--- src/rtl/mmio_bus_fabric.sv ---
// Memory-mapped bus fabric between the picorv32 native memory port and NUM_TARGETS targets.
// Decodes an address prefix per slot, holds chip-select until ready, and aborts on timeout.
module mmio_bus_fabric #(
  parameter int                                  NUM_TARGETS     = 8,
  parameter int                                  PREFIX_WIDTH    = 8,
  parameter logic [NUM_TARGETS*PREFIX_WIDTH-1:0] TARGET_PREFIXES = '0,
  parameter int                                  TIMEOUT_CYCLES  = 255,
  parameter logic [31:0]                         ERR_DATA        = 32'hdeadbeef,
  parameter logic [31:0]                         TRAP_DATA       = 32'h0
) (
  input  logic                      clk,
  input  logic                      reset,
  input  logic                      cpu_valid,
  input  logic [31:0]               cpu_addr,
  input  logic [31:0]               cpu_wdata,
  input  logic [3:0]                cpu_wstrb,
  output logic                      cpu_ready,
  output logic [31:0]               cpu_rdata,
  input  logic                      force_trap,
  output logic [NUM_TARGETS-1:0]    tgt_cs,
  output logic [3:0]                tgt_we,
  output logic [23:0]               tgt_addr,
  output logic [31:0]               tgt_wdata,
  input  logic [NUM_TARGETS*32-1:0] tgt_rdata,
  input  logic [NUM_TARGETS-1:0]    tgt_ready,
  input  logic                      error_clear,
  output logic                      bus_error,
  output logic [31:0]               error_addr
);

  localparam int IDX_W = (NUM_TARGETS > 1) ? $clog2(NUM_TARGETS) : 1;
  localparam int CNT_W = (TIMEOUT_CYCLES > 1) ? $clog2(TIMEOUT_CYCLES + 1) : 1;
  localparam logic [CNT_W-1:0] CNT_LAST = CNT_W'(TIMEOUT_CYCLES - 1);
  localparam logic [CNT_W-1:0] CNT_MAX  = {CNT_W{1'b1}};

  typedef enum logic [1:0] {IDLE, ACCESS, RESP} state_t;

  state_t             state;
  logic [IDX_W-1:0]   idx_q;
  logic [CNT_W-1:0]   cnt;
  logic [31:0]        addr_q;
  logic [31:0]        wdata_q;
  logic [3:0]         wstrb_q;

  logic               hit;
  logic [IDX_W-1:0]   hit_idx;

  // NOTE: every signal assigned in always_comb gets a default first so no latch is inferred.
  always_comb begin
    hit     = 1'b0;
    hit_idx = '0;
    // Scan downwards so the lowest matching slot is the one left standing.
    for (int i = NUM_TARGETS - 1; i >= 0; i--) begin
      if (TARGET_PREFIXES[i*PREFIX_WIDTH +: PREFIX_WIDTH] == cpu_addr[31 -: PREFIX_WIDTH]) begin
        hit     = 1'b1;
        hit_idx = IDX_W'(i);
      end
    end
  end

  assign tgt_we    = wstrb_q & {4{|tgt_cs}};
  assign tgt_addr  = addr_q[23:0];
  assign tgt_wdata = wdata_q;

  // NOTE: state registers use non-blocking assignments so all of them update together at the edge.
  always_ff @(posedge clk) begin
    if (reset) begin
      state      <= IDLE;
      idx_q      <= '0;
      cnt        <= '0;
      addr_q     <= '0;
      wdata_q    <= '0;
      wstrb_q    <= '0;
      tgt_cs     <= '0;
      cpu_ready  <= 1'b0;
      cpu_rdata  <= '0;
      bus_error  <= 1'b0;
      error_addr <= '0;
    end else begin
      cpu_ready <= 1'b0;
      // A clear is overridden by any error raised later in this block.
      if (error_clear) bus_error <= 1'b0;

      case (state)
        IDLE: begin
          if (cpu_valid && !cpu_ready) begin
            addr_q  <= cpu_addr;
            wdata_q <= cpu_wdata;
            wstrb_q <= cpu_wstrb;
            if (force_trap) begin
              state     <= RESP;
              cpu_ready <= 1'b1;
              cpu_rdata <= TRAP_DATA;
            end else if (!hit) begin
              state      <= RESP;
              cpu_ready  <= 1'b1;
              cpu_rdata  <= '0;
              bus_error  <= 1'b1;
              error_addr <= cpu_addr;
            end else begin
              state  <= ACCESS;
              idx_q  <= hit_idx;
              cnt    <= '0;
              tgt_cs <= NUM_TARGETS'(1) << hit_idx;
            end
          end
        end

        ACCESS: begin
          if (tgt_ready[idx_q]) begin
            state     <= RESP;
            tgt_cs    <= '0;
            cpu_ready <= 1'b1;
            cpu_rdata <= tgt_rdata[idx_q*32 +: 32];
          end else if (TIMEOUT_CYCLES != 0 && cnt == CNT_LAST) begin
            state      <= RESP;
            tgt_cs     <= '0;
            cpu_ready  <= 1'b1;
            cpu_rdata  <= ERR_DATA;
            bus_error  <= 1'b1;
            error_addr <= addr_q;
          end else if (cnt != CNT_MAX) begin
            cnt <= cnt + CNT_W'(1);
          end
        end

        RESP:    state <= IDLE;
        default: state <= IDLE;
      endcase
    end
  end

endmodule

--- config.mk ---
export PLATFORM = sky130hd
export DESIGN_NAME = mmio_bus_fabric
export DESIGN_NICKNAME = d
export VERILOG_FILES = /design/src/rtl/mmio_bus_fabric.sv
export SDC_FILE = /design/constraint.sdc
export NUM_CORES = 1
export LEC_CHECK = 0
export CORE_AREA = 4 4 179 181
export DETAILED_ROUTE_END_ITERATION = 12
export DIE_AREA = 0 0 183 185
export GPL_TIMING_DRIVEN = 0
export HOLD_SLACK_MARGIN = 0.02
export PLACE_DENSITY_LB_ADDON = 0.2
export SYNTH_ARGS = -nofsm -noshare
export SYNTH_HDL_FRONTEND = slang
export SYNTH_SLANG_ARGS = --single-unit
--- constraint.sdc ---
create_clock -name clk -period 2.04 [get_ports clk]
set_input_delay 0.306 -clock clk [delete_from_list [all_inputs] [get_ports clk]]
set_output_delay 0.306 -clock clk [all_outputs]
set_load 0.05 [all_outputs]
After elaboration in Yosys (flattened, before gate mapping)
Cells that the tools add are included.
Cells by class
  $add $sub $neg: 1
  equal/unequal tests: 13
  multiplexer cells: 45
  bitwise operators: 1
  reduce and logical (&&, ||, !) cells: 12
Operators with widths (count)
  32-bit 2-to-1 mux: 10
  32-bit one-hot mux with 2 select lines: 2
  8-bit 2-to-1 mux: 11
  8-bit one-hot mux with 2 select lines: 2
  2-bit inequality test (second input constant): 8
  1-bit 2-to-1 mux: 12
  2-bit 2-to-1 mux: 5
  8-bit by 1-bit adder with 8-bit output (second input constant): 1
  8-bit equality test (second input constant): 1
  8-bit logical NOT: 1
  8-bit inequality test (second input constant): 1
  8-bit OR reduction: 1
  7-bit AND reduction: 1
  3-bit inequality test (second input constant): 2
  6-bit AND reduction: 1
  5-bit AND reduction: 1
  4-bit bitwise AND: 1
  1-bit one-hot mux with 2 select lines: 2
  2-bit one-hot mux with 2 select lines: 1
  2-bit AND reduction: 2
  4-bit AND reduction: 1
  2-bit by 1-bit equality test with 1-bit output (second input constant): 1
  2-bit logical NOT: 1
  2-bit nonzero test: 1
  other kinds (2): 2
Storage, ports and cells
  register bits after elaboration: 152
  output and inout port bits: 134
  word-level logic and storage cells: 82

Logic depth before layout (Yosys ltp)
Gate-level depths: netlist of run 1.
  depth in word-level cells: 6
  mapped depth: 8
  depth with buffers taken out: 7

Least setup slack after synthesis of run 1
OpenSTA, ideal clock, no wires.
  path type: reg-to-reg
  start point: reg cpu_ready
  end point: reg cpu_rdata[10]
  setup time: 0.072 ns
  data arrival time: 1.925 ns
  path slack: 0.044 ns
  stages on the path, launching flop included: 8
  path buffers: 3
  path through: dfxtp_1 or4b_1 buf_2 a31oi_1 or2_1 buf_6 buf_6 mux2i_1
Between the ends
  longest elaborated chain between the ends: 4
Ends and longest elaborated chain
  start, declared: line 17  | output logic cpu_ready,
  start signal, assigned: line 75  | cpu_ready <= 1'b0;
  start signal, assigned: line 80  | cpu_ready <= 1'b0;
  start signal, assigned: line 92  | cpu_ready <= 1'b1;
  1-bit logical NOT: line 86  | if (cpu_valid && !cpu_ready) begin
  1-bit logical AND: line 86
  2-bit inequality test (no source line)
  4-bit AND reduction (no source line)
  end signal, assigned: line 114  | cpu_rdata <= tgt_rdata[idx_q*32 +: 32];
  end, declared: line 18  | output logic [31:0] cpu_rdata,
No other way between the ends.
A chain may end at the register's enable or synchronous reset.

Worst setup path in the final report of run 1
  start point: reg addr_q[1]
  end point: out tgt_addr[1]
RTL lines
  start, declared: line 41  | logic [31:0] addr_q;
  start signal, assigned: line 87  | addr_q <= cpu_addr;
  end, declared: line 22  | output logic [23:0] tgt_addr,
No word-level cell between the ends.

==> flow_summary_export.csv, run 1 <==
group,metric,value,unit
critical_path,cp.arrival,1680,ps
job,maxCapViolations,0,
critical_path,crit_path_max_fanout,3,
finish,final_area,9770,um^2
grt,antenna_found_initial,4,
grt,grt_pass1_wl,33500,um
critical_path,cp-start-kind,"flop",
drt,drc,0,
yosys,yosys.area_share.adder,0.416,%
min_path,hold_path_class,"input pin to flop",
timing,min_period,1990,ps
finish,final_cell_mix,"207 x clkdlybuf4s50_1, 144 x dfxtp_1, 143 x nand2_1, 73 x a21oi_1, 58 x mux2i_1",
floorplan,dieWidth,183,um
timing,holdWs,431,ps
place,io_buffers,231,
clock_tree,htreeDepth,4,
finish,layout_commonest_cell,"clkdlybuf4s50_1",
yosys,yosys_warnings,0,
drt,drt_iter0_drc,154,
finish,multi_input_area,2780,um^2
place,dpl-instance-area,8850,um^2
timing,drv_slew,0,
yosys,synth_xor_area_share,0.145,%
yosys,synth_cell_type_count,40,
yosys,synth.largest_area_cell,"dfxtp_1",
yosys,synth_mux_area_share,9.64,%
timing,finalCritPeriodShare,97.6,%
clock_tree,cts-buffers-inserted,17,
yosys,ys_ff_latch,145,
floorplan,coreArea,30400,um^2
yosys,postSynthCellCount,687,
timing,finalSetupTns,0,ps
grt,grt_pass1_vias,5565,
yosys,synthFlopType,"dfxtp_1",
yosys,synth_area,6020,um^2
floorplan,dieArea,33900,um^2
timing,hold_viol,0,
finish,drive_gt1_share,12.5,%
clock_tree,insertion_delay,420,ps
finish,regArea,2910,um^2
grt,grt_usage,12.8,%
yosys,synth-compound-area-share,14.8,%
finish,nNetsFinal,1292,
floorplan,std_cell_rows,64,
power_and_ir_drop,power.density,809,nW/um^2
timing,worstMarginPinSlew,837,ps
drt,avgViaCountPerCell,4.09,
timing,rsz0062_at_grt,"true",
critical_path,critPathKind,"flop to primary output",
yosys,synth_top_family_by_area,"simple AND/OR/NAND/NOR gates",
floorplan,chipHeight,185,um
floorplan,start_util,19.8,%
power_and_ir_drop,power.leakage,3.84,nW
timing,timing.fmax,0.502,GHz
clock_tree,clkSinkCount,145,
finish,synthToLayoutAreaGrowth,62.4,%
critical_path,end_kind,"primary output",
grt,overflow,0,
timing,layout_setup_ws,49.3,ps
timing,slew_headroom,44.2,%
timing,skew,15.1,ps
drt,avgRoutedWirePerCell,16.2,um
critical_path,worstPathRequired,1730,ps
yosys,synthArstFlopShare,0,%
clock_tree,cts_buffer_depth,2,
power_and_ir_drop,fin_total_pwr,7.90,mW
drt,ant_nets,0,
place,dp_slack,-1050,ps
drt,vias,5568,
status,status,"finished clean",
drt,firstDrtPassIters,4,
clock_tree,cts.reportedPaths.clkPinSlew,70,ps
place,hpwl,16200,um
critical_path,reg2reg_setup_slack,100,ps
timing,finalSetupViolations,0,
place,gp_congestion,0.769,
floorplan,boundaryPins,471,
clock_tree,cts_tree,"yes",
finish,final.fill_count,3245,
yosys,synth_area_leaders,"dfxtp_1 48%, mux2i_1 9.6%, nand2_1 8.9%, a21oi_1 6.2%, a211oi_1 3.9%",
yosys,yosys.area_share.simple,18.2,%
clock_tree,cts_root_buf,"clkbuf_16",
grt,grt_max_degree,17,
yosys,synth_top_cell_area_share,48.2,%
yosys,syn_area_per_cell,8.76,um^2
drt,wirelength,22000,um
power_and_ir_drop,ir_drop,0.452,mV
yosys,seq_area_frac_synth,48.2,%
yosys,synth-edff-count,0,
==> layer usage <==
metal | wire length [um] | GRT usage, % | share of wire, %
met1 | 9970 | 16.6 | 45
met2 | 10100 | 20.2 | 46
met3 | 1590 | 4.60 | 7.2
met4 | 362 | 3.58 | 1.6
met5 | 37 | 0 | 0.17
==> per-stage QoR <==
stage / std cells / util (%)
final: 1362 / 32.1
after floorplan: 693 / -
after CTS: 1353 / 31.3
after detailed placement: 1320 / 29.1
after global placement: 1320 / 29.1
after global routing: 1362 / 32.1
==> final cells by class <==
class | count | share of cell area [%]
sequential | 145 | 29.7
clock buffer | 20 | 4.57
clock inverter | 11 | 1.56
multi-input combinational | 462 | 28.4
inverter | 5 | 0.192
tap | 396 | 5.07
antenna | 1 | 0.0256
timing repair buffer | 242 | 24.8
buffer | 80 | 5.59
==> critical path: stages (launching register included) <==
cell	delay (ps)
dfxtp_1	350
buf_4	130
clkdlybuf4s50_1	800
==> path summary, 6_finish.rpt <==
check | endpoint | depth (start not counted) | start
max | tgt_addr[1] | 2 | addr_q[1]
min reg2reg | wstrb_q[3] | 2 | wstrb_q[3]
max reg2reg | cnt[4] | 7 | state[0]
min | tgt_wdata[21] | 3 | cpu_wdata[21]
==> logic make-up after synthesis <==
group                    count (synthesis)
flip-flops                             145
XOR/XNOR                                 1
adder cells (fa/ha/maj)                  2
buffers and inverters                   86
other                                    1
AO/OA/AOI/OAI                          148
AND/OR/NAND/NOR                        246
multiplexers                            58
==> state kept, by name, summed over array words and instances, names as in the netlist <==
name / cells
cpu_rdata: 32
cnt: 8
bus_error: 1
tgt_wdata: 32
tgt_cs: 1
wstrb_q: 4
error_addr: 32
cpu_ready: 1
state: 2
addr_q: 32
==> synth_stat cells, types with 2 or more instances <==
cell type and number:
clkbuf_1 34, nand3_1 3, buf_1 2, nor3_1 3, a41o_1 2, mux2i_1 58, nor4_1 4, buf_6 9
nand4_1 4, buf_2 5, a211oi_1 31, a31o_2 2, dfxtp_1 145, nor3b_1 2, ha_1 2, o21ai_0 25
a31oi_1 2, and3_1 2, a22o_1 8, nor2_1 43, nand2_1 143, nand2b_1 28, buf_4 31, inv_1 5
and2_1 6, a21oi_1 74
==> power by group <==
group / leakage (nW) / internal, mW / switching [mW] / total [mW]
clock: 0.295 / 1.97 / 1.30 / 3.27
sequential: 1.19 / 2.97 / 0.0835 / 3.06
combinational: 2.36 / 0.643 / 0.934 / 1.58
==> timing repair <==
| action | CTS | global route |
|---|---|---|
| setup endpoints to repair | 151 | 105 |
| pin swaps | 1 | 6 |
| gates cloned | 0 | 0 |
| hold buffers | 0 | 0 |
| gates resized for setup | 26 | 54 |
| setup buffers | 2 | 9 |
(Power assumes the default switching activity.)
==> run 2: changes to the inputs <==
CTS_CLUSTER_DIAMETER = 40   (was not set)
==> results of run 2 <==
The final DEF is identical to that of run 1; final timing and power are the same.
